File: config.mk
export PLATFORM = sky130hd
export DESIGN_NAME = uart_cmd_ctrl
export DESIGN_NICKNAME = d
export VERILOG_FILES = /design/src/rtl/uart_cmd_pkg.sv /design/src/rtl/uart_gap_timer.sv /design/src/rtl/uart_cmd_ctrl.sv
export SDC_FILE = /design/constraint.sdc
export NUM_CORES = 1
export LEC_CHECK = 0
export CAP_MARGIN = 25
export CORE_ASPECT_RATIO = 0.9
export CORE_MARGIN = 10
export CORE_UTILIZATION = 55
export CTS_CLUSTER_DIAMETER = 100
export DETAILED_ROUTE_END_ITERATION = 8
export PLACE_DENSITY = 0.82
export SLEW_MARGIN = 20
export SYNTH_ARGS = -nofsm -noshare
export SYNTH_HDL_FRONTEND = slang
export SYNTH_HIERARCHICAL = 1
export SYNTH_SLANG_ARGS = --single-unit
File: constraint.sdc
create_clock -name i_Clock -period 3.4 [get_ports i_Clock]
set_input_delay 0.68 -clock i_Clock [delete_from_list [all_inputs] [get_ports i_Clock]]
set_output_delay 0.68 -clock i_Clock [all_outputs]
set_load 0.02 [all_outputs]
File: src/rtl/uart_cmd_pkg.sv
// uart_cmd_pkg: state encoding and shared constants for the UART command frame controller
package uart_cmd_pkg;
  typedef enum logic [2:0] {S_IDLE, S_CMD, S_LEN, S_DATA, S_CSUM} state_t;
  localparam logic [7:0] SYNC = 8'hA5;
  localparam logic [1:0] ERR_LEN = 2'd1;
  localparam logic [1:0] ERR_TIMEOUT = 2'd2;
  localparam logic [1:0] ERR_CSUM = 2'd3;
  localparam logic [15:0] DEF_TIMEOUT_CLKS = 16'd50000;
  localparam logic [4:0] DEF_MAX_LEN = 5'd16;
endpackage

File: src/rtl/uart_gap_timer.sv
// uart_gap_timer: counts idle clocks between bytes, flags expiry when no byte arrives in time
module uart_gap_timer
  import uart_cmd_pkg::*;
#(
  parameter logic [15:0] TIMEOUT_CLKS = DEF_TIMEOUT_CLKS
) (
  input  logic clk,
  input  logic rst_n,
  input  logic clear,
  input  logic enable,
  output logic expire
);
  logic [15:0] count;
  always_ff @(posedge clk or negedge rst_n) begin
    if (!rst_n) count <= '0;
    else count <= (clear || !enable) ? '0 : count + 16'd1;
  end
  // a byte arriving on the expiry clock wins
  assign expire = enable && !clear && (count == TIMEOUT_CLKS - 16'd1);
endmodule

File: src/rtl/uart_cmd_ctrl.sv
// uart_cmd_ctrl: parses SYNC/CMD/LEN/payload/CSUM frames from a UART byte stream,
// streams payload writes speculatively and commits or rejects each frame.
module uart_cmd_ctrl
  import uart_cmd_pkg::*;
#(
  parameter logic [15:0] TIMEOUT_CLKS = DEF_TIMEOUT_CLKS,
  parameter logic [4:0]  MAX_LEN = DEF_MAX_LEN
) (
  input  logic       i_Clock,
  input  logic       i_Rst_n,
  input  logic       i_Rx_DV,
  input  logic [7:0] i_Rx_Byte,
  output logic       o_Wr_En,
  output logic [3:0] o_Wr_Addr,
  output logic [7:0] o_Wr_Data,
  output logic       o_Cmd_Valid,
  output logic [7:0] o_Cmd,
  output logic [4:0] o_Cmd_Len,
  output logic       o_Err,
  output logic [1:0] o_Err_Code,
  output logic       o_Busy
);
  state_t     state;
  logic [7:0] cmd_r;
  logic [4:0] len_r;
  logic [4:0] idx;
  logic [7:0] acc;
  logic       expire;
  uart_gap_timer #(.TIMEOUT_CLKS(TIMEOUT_CLKS)) u_gap (
    .clk(i_Clock),
    .rst_n(i_Rst_n),
    .clear(i_Rx_DV),
    .enable(state != S_IDLE),
    .expire(expire)
  );
  assign o_Busy = (state != S_IDLE);
  always_ff @(posedge i_Clock or negedge i_Rst_n) begin
    if (!i_Rst_n) begin
      state <= S_IDLE;
      cmd_r <= '0;
      len_r <= '0;
      idx <= '0;
      acc <= '0;
      o_Wr_En <= 1'b0;
      o_Wr_Addr <= '0;
      o_Wr_Data <= '0;
      o_Cmd_Valid <= 1'b0;
      o_Cmd <= '0;
      o_Cmd_Len <= '0;
      o_Err <= 1'b0;
      o_Err_Code <= '0;
    end else begin
      o_Wr_En <= 1'b0;
      o_Cmd_Valid <= 1'b0;
      o_Err <= 1'b0;
      if (i_Rx_DV) begin
        case (state)
          S_IDLE: state <= (i_Rx_Byte == SYNC) ? S_CMD : S_IDLE;
          S_CMD: begin
            cmd_r <= i_Rx_Byte;
            acc <= i_Rx_Byte;
            state <= S_LEN;
          end
          S_LEN: begin
            acc <= acc + i_Rx_Byte;
            len_r <= i_Rx_Byte[4:0];
            idx <= '0;
            if (i_Rx_Byte > {3'b000, MAX_LEN}) begin
              o_Err <= 1'b1;
              o_Err_Code <= ERR_LEN;
              state <= S_IDLE;
            end else begin
              state <= (i_Rx_Byte == 8'd0) ? S_CSUM : S_DATA;
            end
          end
          S_DATA: begin
            o_Wr_En <= 1'b1;
            o_Wr_Addr <= idx[3:0];
            o_Wr_Data <= i_Rx_Byte;
            acc <= acc + i_Rx_Byte;
            idx <= idx + 5'd1;
            state <= (idx == len_r - 5'd1) ? S_CSUM : S_DATA;
          end
          S_CSUM: begin
            if (i_Rx_Byte == acc) begin
              o_Cmd <= cmd_r;
              o_Cmd_Len <= len_r;
              o_Cmd_Valid <= 1'b1;
            end else begin
              o_Err <= 1'b1;
              o_Err_Code <= ERR_CSUM;
            end
            state <= S_IDLE;
          end
          default: state <= S_IDLE;
        endcase
      end else if (expire) begin
        o_Err <= 1'b1;
        o_Err_Code <= ERR_TIMEOUT;
        state <= S_IDLE;
      end
    end
  end
endmodule

==> metrics.md, run 1 <==
| Metric | Value |
|---|---|
| Actual slew at the worst max-slew pin | `between 900 and 1000 ps` |
| Max cap viols | `0` |
| Reg-to-reg endpoint | `state[2]$_DFFE_PN0N_` |
| CORE AREA | `0.00669 mm2` |
| RSZ-0062 raised after global routing | `false` |
| # DRC | `0` |
| Fill cells | `slightly above 500` |
| CTS tree | `yes` |
| # rows | `28` |
| DR WL/cell | `approximately 17 um` |
| Register Area | `0.00188 mm2` |
| Register area share after synthesis | `around half` |
| Cells after synthesis | `354` |
| Post-synth EDFFs | `0` |
| Worst-case clock skew | `between 7 and 8 ps` |
| Compound-Gate Fraction of Synth Area | `11.2%` |
| Area delta synth->final | `19.3%` |
| H-tree depth | `3` |
| Final setup viols | `0` |
| Post-Syn Area | `0.00385 mm2` |
| Crit path max-delay cell type | `dfrtp_1` |
| RePlAce Congestion | `between 0.9 and 1` |
| Initial antenna violation count | `0` |
| Clock sink count | `75` |
| Worst Setup EP | `o_Busy` |
| Leakage | `around 2.1 nW` |
| Max frequency | `377 MHz` |
| Minimum clock period | `around 2700 ps` |
| Clock Tree Buf Depth | `2` |
| Fin crit share | `between 70% and 80%` |
| Path depth of the worst reg2reg path | `7` |
| CP cell instances | `or3_1 -> clkdlybuf4s50_1` |
| Synth area leaders | `dfrtp_1 (49%), mux2_2 (8.5%), ha_1 (3.3%), nand2_1 (2.6%), mux2i_1 (2.6%)` |
| Post-CTS Resized | `0` |
| DRT antenna net count | `0` |
| Worst slew margin | `38.9%` |
| Clock transition at path regs | `roughly 80 ps` |
| Status | `finished, final reports clean` |
| Area of the multi-input gates | `approximately 0.0018 mm2` |
| CTS Buf Count | `9` |
| Buf+Inv Stages, Crit Path | `1` |
| Hold_buf cts | `0` |
| Final #Nets | `421` |
| Post-Syn Area per Cell | `around 11 um2` |
| Peak supply drop | `roughly 0.33 mV` |
| Adder-cell share of the synthesized area | `3.77%` |
| Root Buffer | `clkbuf_8` |
| Async set-reset flop share out of synthesis | `between 90% and 100%` |
| Crit path DAT | `1980 ps` |
| Final wirelength | `about 8600 um` |
| Critical path origin | `state[0]$_DFFE_PN0N_` |
| Final hold violation count | `0` |
| Total negative slack | `0 ps` |
| Worst skew pair latency | `350 ps` |
| Pins Over Slew Limit | `0` |
| I/O pin count | `42` |
| Final Worst Setup Slack | `744 ps` |
| Vias in the first global route | `a little under 3000` |
| PwrDens | `441 mW/mm2` |
| First-pass GRT wire length | `about 15000 um` |
| Critical path fanouts, max | `16` |
| DR pass1 iterations | `4` |
| Synth area leader | `dfrtp_1` |
| Ys Warns | `6` |
| Slowest stage delay, CP | `approximately 570 ps` |
| Netlist cell types | `between 50 and 60` |
| Critical Path End Type | `output pin` |
| Cell count along the critical path | `2` |
| Via-per-instance ratio | `5.82` |
| Final core occ | `around 69%` |
| Mux contribution to synthesized area | `approximately an eighth` |
| R2r setup slk | `between 900 and 1000 ps` |
| Detail Placement HPWL | `6190 um` |
| Post-Layout Cell Count | `approximately 500` |
| Synth Area in XOR/XNOR | `between 2 and 3%` |
| DP Worst Slack | `about 470 ps` |
| GRT Resource Usage Total | `~17%` |
| 1st-iter DRT viols | `around 140` |
| Layout cells sized above 1 | `17.6%` |
| Worst Path Required | `roughly 2700 ps` |
| Post-CTS Setup Repair Bufs | `0` |
| Yosys reg bits | `75` |
| Yosys top cell area share | `between 40% and 50%` |
| Largest net degree at the start of global routing | `76` |
| Routed vias | `roughly 2900` |
| Post-Synth Simple-Gate Area | `~17%` |
| Top_reg_cell synth | `dfrtp_1` |
| Starting Density | `a little under three fifths` |
| Post-Syn Nets | `~380` |
| PortBufs | `41` |
| Placed instance count | `478` |
| Startpoint types | `flop` |
| RR Startpoint | `state[0]$_DFFE_PN0N_` |
| Die Wd | `~110 um` |
| Die Y-Extent | `around 99 um` |
| Worst hold path type | `in2async` |
| Combinational family with the most area after synthesis | `simple AND/OR/NAND/NOR gates` |
| Setup CP Type | `reg2out` |
| Total global routing overflow | `0` |
| Total Die Area | `~0.011 mm2` |
| N_diodes | `0` |
| Crit-path leading delay family | `flip-flops` |
[cells in the final DEF (no fill, tap or decap), types with 11 or more instances in the layout]
master           instances
a21oi_1                 16
clkdlybuf4s50_1         40
dfrtp_1                 75
inv_1                   11
mux2_2                  29
nand2_1                 27
nand3_1                 11
nor2_1                  16
nor3_1                  12
o21ai_0                 20
[worst register-to-register path, stage by stage, from the launching register on]
cell and delay, ps:
dfrtp_1 660, or3_1 250, nor2b_1 140, buf_4 180, nand4_1 110, nor4_1 370, nor2_1 200, a221o_1 390
[power by group]
part | total [mW] | internal, mW | switching, mW
clock | 0.814 | 0.489 | 0.325
combinational | 0.250 | 0.111 | 0.139
sequential | 0.962 | 0.930 | 0.0317
[how the worst min path moves through the flow]
stage                                         from                       end  slack, ps  cells after the start
after floorplan                            i_Rst_n        acc[0]$_DFFE_PN0P_        380                      0
after global placement    o_Wr_Data[1]$_DFFE_PN0P_  o_Wr_Data[1]$_DFFE_PN0P_        460                      2
after detailed placement  o_Wr_Data[1]$_DFFE_PN0P_  o_Wr_Data[1]$_DFFE_PN0P_        480                      2
after CTS                                  i_Rst_n        acc[2]$_DFFE_PN0P_        490                      1
after global routing                       i_Rst_n        acc[2]$_DFFE_PN0P_        530                      1
final                                      i_Rst_n        acc[2]$_DFFE_PN0P_        470                      1
[final cells by class]
| cell class | count | area share (%) |
|---|---|---|
| clock inverters | 6 | 2.48 |
| repair buffers | 50 | 10.4 |
| flip-flops and latches | 75 | 40.9 |
| multi-input cells | 252 | 40.1 |
| clock buffers | 10 | 2.78 |
| inverters | 11 | 0.900 |
| well taps | 90 | 2.45 |
[flip-flops by register name (all words and copies together), names as in the netlist]
| signal | cells |
|---|---|
| o_Cmd_Len | 5 |
| o_Cmd | 8 |
| o_Wr_Data | 8 |
| o_Cmd_Valid | 1 |
| o_Wr_Addr | 4 |
| len_r | 5 |
| cmd_r | 8 |
| state | 3 |
| o_Err_Code | 2 |
| o_Wr_En | 1 |
| acc | 8 |
| o_Err | 1 |
| idx | 5 |
| u_gap/count | 16 |
[per-stage QoR]
stage | hold WS (ps) | total power, mW | area, um2
final | 467 | 2.03 | 4590
after floorplan | 384 | 1.13 | 3850
after global routing | 526 | 2.11 | 4590
after CTS | 493 | 2.04 | 4590
after global placement | 465 | 1.21 | 4350
after detailed placement | 481 | 1.22 | 4350
[synth_stat cells (2+ instances only)]
cell type	instances
a31oi_1	2
and2_1	3
xnor2_1	4
ha_1	10
a211oi_1	4
mux2i_1	10
buf_6	2
buf_2	6
nand2_1	27
xor2_1	7
or3_2	2
a22o_1	3
nand4_1	4
dfrtp_1	75
clkbuf_1	6
a21o_1	3
nand3_1	11
nand4_4	2
inv_1	11
nor3b_1	3
nor2b_1	5
o31ai_1	4
o211ai_1	3
nor4_1	8
a21oi_1	16
nor3_1	12
a22oi_1	4
nor2_1	16
or4_1	3
o21ai_0	20
and3_1	2
mux2_2	29
nand2b_1	9
mux2_4	5
[layer usage]
layer,vias to the layer above,wire length [um],GRT usage (%)
met4,0,99,5.34
met3,10,641,6.77
met1,1418,3630,20.7
li1,1375,-,-
met5,-,0,0
met2,72,4250,26.9
[logic make-up (layout without fill, tap and decap cells)]
kind of cell	Yosys count	after routing
flip-flops	75	75
adder cells (fa/ha/maj)	11	11
buffers and inverters	27	77
XOR/XNOR	11	11
multiplexers	44	44
AO/OA/AOI/OAI	68	68
AND/OR/NAND/NOR	118	118
Note: power is estimated with default switching activity, not from simulation.
==> inputs of run 2 (changes only) <==
--- a/config.mk
+++ b/config.mk
@@ -8,10 +8,10 @@
 export CAP_MARGIN = 25
 export CORE_ASPECT_RATIO = 0.9
 export CORE_MARGIN = 10
-export CORE_UTILIZATION = 55
+export CORE_UTILIZATION = 51
 export CTS_CLUSTER_DIAMETER = 100
 export DETAILED_ROUTE_END_ITERATION = 8
-export PLACE_DENSITY = 0.82
+export PLACE_DENSITY = 0.8
 export SLEW_MARGIN = 20
 export SYNTH_ARGS = -nofsm -noshare
 export SYNTH_HDL_FRONTEND = slang
==> constraint.sdc (replaced) <==
create_clock -name i_Clock -period 2.4 [get_ports i_Clock]
set_input_delay 0.48 -clock i_Clock [delete_from_list [all_inputs] [get_ports i_Clock]]
set_output_delay 0.48 -clock i_Clock [all_outputs]
set_load 0.02 [all_outputs]
==> metrics.md, run 2 (synthesis gave the netlist of run 1 again) <==
| Metric | Value |
|---|---|
| 1st-iter DRT viols | `196 (+41%)` |
| Worst hold path type | `in2async` |
| Clock transition at path regs | `80 ps (about the same)` |
| Root Buffer | `clkbuf_8` |
| Via-per-instance ratio | `5.74 (-1.3%)` |
| Placed Area | `0.00454 mm2 (+4.5%)` |
| Worst skew pair latency | `350 ps (about the same)` |
| Fin crit share | `around 95%` |
| Starting Density | `53.5% (-3.9 points)` |
| Pwr Total | `2.70 mW (+33%)` |
| Most frequent cells in the layout | `dfrtp_1 (75), clkdlybuf4s50_1 (40), mux2_2 (29)` |
| PortBufs | `41 (unchanged)` |
| CP cell instances | `or3_1 -> clkdlybuf4s50_1` |
| CTS tree | `yes` |
| First-pass GRT wire length | `14600 um (-0.43%)` |
| Total global routing overflow | `0 (unchanged)` |
| Critical Path End Type | `output pin` |
| Largest net degree at the start of global routing | `46 (-39%)` |
| Initial antenna violation count | `0 (unchanged)` |
| GRT Resource Usage Total | `15.6% (-1.4 points)` |
| Final setup viols | `0 (unchanged)` |
| PwrDens | `571 mW/mm2 (+29%)` |
| Register Area | `0.00188 mm2 (unchanged)` |
| Pins Over Slew Limit | `0 (unchanged)` |
| DP Worst Slack | `-150 ps (-618 ps)` |
| Post-Layout Cell Count | `517 (+4.7%)` |
| CORE AREA | `0.00718 mm2 (+7.4%)` |
| Commonest non-fill, non-tap cell in the layout | `dfrtp_1` |
| # DRC | `0 (unchanged)` |
| Hold_buf cts | `0 (unchanged)` |
| Slowest stage delay, CP | `570 ps (about the same)` |
| DR pass1 iterations | `4 (unchanged)` |
| Startpoint types | `flop` |
| Critical path fanouts, max | `9 (-7)` |
| Post-CTS Resized | `0 (unchanged)` |
| WHS | `130 ps (-336 ps)` |
| Final wirelength | `8860 um (+2.8%)` |
| Clock sink count | `75 (unchanged)` |
| Total Die Area | `0.0114 mm2 (+6.3%)` |
| Final hold violation count | `0 (unchanged)` |
| Clock Tree Buf Depth | `2 (unchanged)` |
| Crit path max-delay cell type | `clkdlybuf4s50_1` |
| Worst-case clock skew | `8.86 ps (+1.20 ps)` |
| Post-CTS Setup Repair Bufs | `0 (unchanged)` |
| Max frequency | `~440 MHz` |
| Largest register by flop count | `u_gap/count` |
| Peak supply drop | `0.437 mV (+33%)` |
| I/O pin count | `42 (unchanged)` |
| Routed vias | `2969 (+3.3%)` |
| H-tree depth | `3 (unchanged)` |
| Area of the multi-input gates | `0.00185 mm2 (+0.34%)` |
| DR WL/cell | `17.1 um (-1.8%)` |
| Layout cells sized above 1 | `21.9% (+4.4 points)` |
| Crit path DAT | `1810 ps (-170 ps)` |
| Vias in the first global route | `2949 (+0.31%)` |
| Die Y-Extent | `102 um (+3.1%)` |
| Placed instance count | `501 (+4.8%)` |
| Post-route cell area | `0.00474 mm2 (+3.2%)` |
| Final Worst Setup Slack | `110 ps (-635 ps)` |
| Max reg flops | `16 (unchanged)` |
| Leakage | `2.17 nW (+4.5%)` |
| Minimum clock period | `2290 ps` |
| Fill cells | `557 (+9.4%)` |
| Max cap viols | `0 (unchanged)` |
| Area delta synth->final | `23.2%` |
| Actual slew at the worst max-slew pin | `588 ps (-328 ps)` |
| Status | `finished, final reports clean` |
| Die Wd | `112 um (+3.1%)` |
| RSZ-0062 raised after global routing | `false` |
| N_diodes | `0 (unchanged)` |
| Detail Placement HPWL | `6500 um (+5.0%)` |
| Setup CP Type | `reg2out` |
| Worst Path Required | `1920 ps (-800 ps)` |
| CTS Buf Count | `9 (unchanged)` |
| DRT antenna net count | `0 (unchanged)` |
| RePlAce Congestion | `0.919 (+1.4%)` |
| Worst slew margin | `60.8% (+22 points)` |
| # rows | `29 (+3.6%)` |
| Final #Nets | `441 (+4.8%)` |
run 2: layer usage:
metal	wire length (um)	vias to the layer above	track usage [%]
met5	0	-	0
met4	153	0	4.64
met3	533	18	5.68
met2	4260	92	25.1
met1	3910	1448	19.4
li1	-	1411	-
run 2: path summary, 6_finish.rpt:
check                      slack, ps                     start  cells past startpoint                  endpoint
max                              110      state[2]$_DFFE_PN0N_                      2                    o_Busy
min                              130                   i_Rst_n                      1      cmd_r[2]$_DFFE_PN0P_
max reg2reg                      410        acc[6]$_DFFE_PN0P_                      6  o_Cmd_Len[4]$_DFFE_PN0P_
min reg2reg                      490  o_Wr_Data[1]$_DFFE_PN0P_                      2  o_Wr_Data[1]$_DFFE_PN0P_
max in group asynchronous       1710                   i_Rst_n                      2  u_gap/count[4]$_DFF_PN0_
min in group i_Clock             490  o_Wr_Data[1]$_DFFE_PN0P_                      2  o_Wr_Data[1]$_DFFE_PN0P_
run 2: power breakdown:
group	internal [mW]	switching (mW)
sequential	1.32	0.0426
clock	0.476	0.479
combinational	0.186	0.203
run 2: critical path, delay by kind of cell, from the launching register on:
family | cells | cell delay (ps)
buf+inv | 1 | 570
flops | 1 | 500
simple gates | 1 | 380
run 2: final cells by class:
class / count / share of cell area [%]
Clock buffer: 9 / 2.61
Clock inverter: 7 / 1.45
Inverter: 11 / 0.872
Multi-Input combinational cell: 252 / 39.0
Sequential cell: 75 / 39.6
Tap cell: 93 / 2.46
Timing Repair Buffer: 70 / 14.0
run 2: through the flow:
stage                     util, %  TNS [ps]
after floorplan                 -         0
after global placement       63.3     -1300
after detailed placement     63.3     -2200
after CTS                    65.9         0
after global routing         65.9         0
final                        65.9         0
==> inputs of run 3 (changes only) <==
--- a/config.mk
+++ b/config.mk
@@ -12,7 +12,7 @@
 export CTS_CLUSTER_DIAMETER = 100
 export DETAILED_ROUTE_END_ITERATION = 8
 export PLACE_DENSITY = 0.8
-export SLEW_MARGIN = 20
+export SLEW_MARGIN = 15
 export SYNTH_ARGS = -nofsm -noshare
 export SYNTH_HDL_FRONTEND = slang
 export SYNTH_HIERARCHICAL = 1
==> results of run 3 <==
No change in the layout: final DEF, timing and power equal those of run 2.
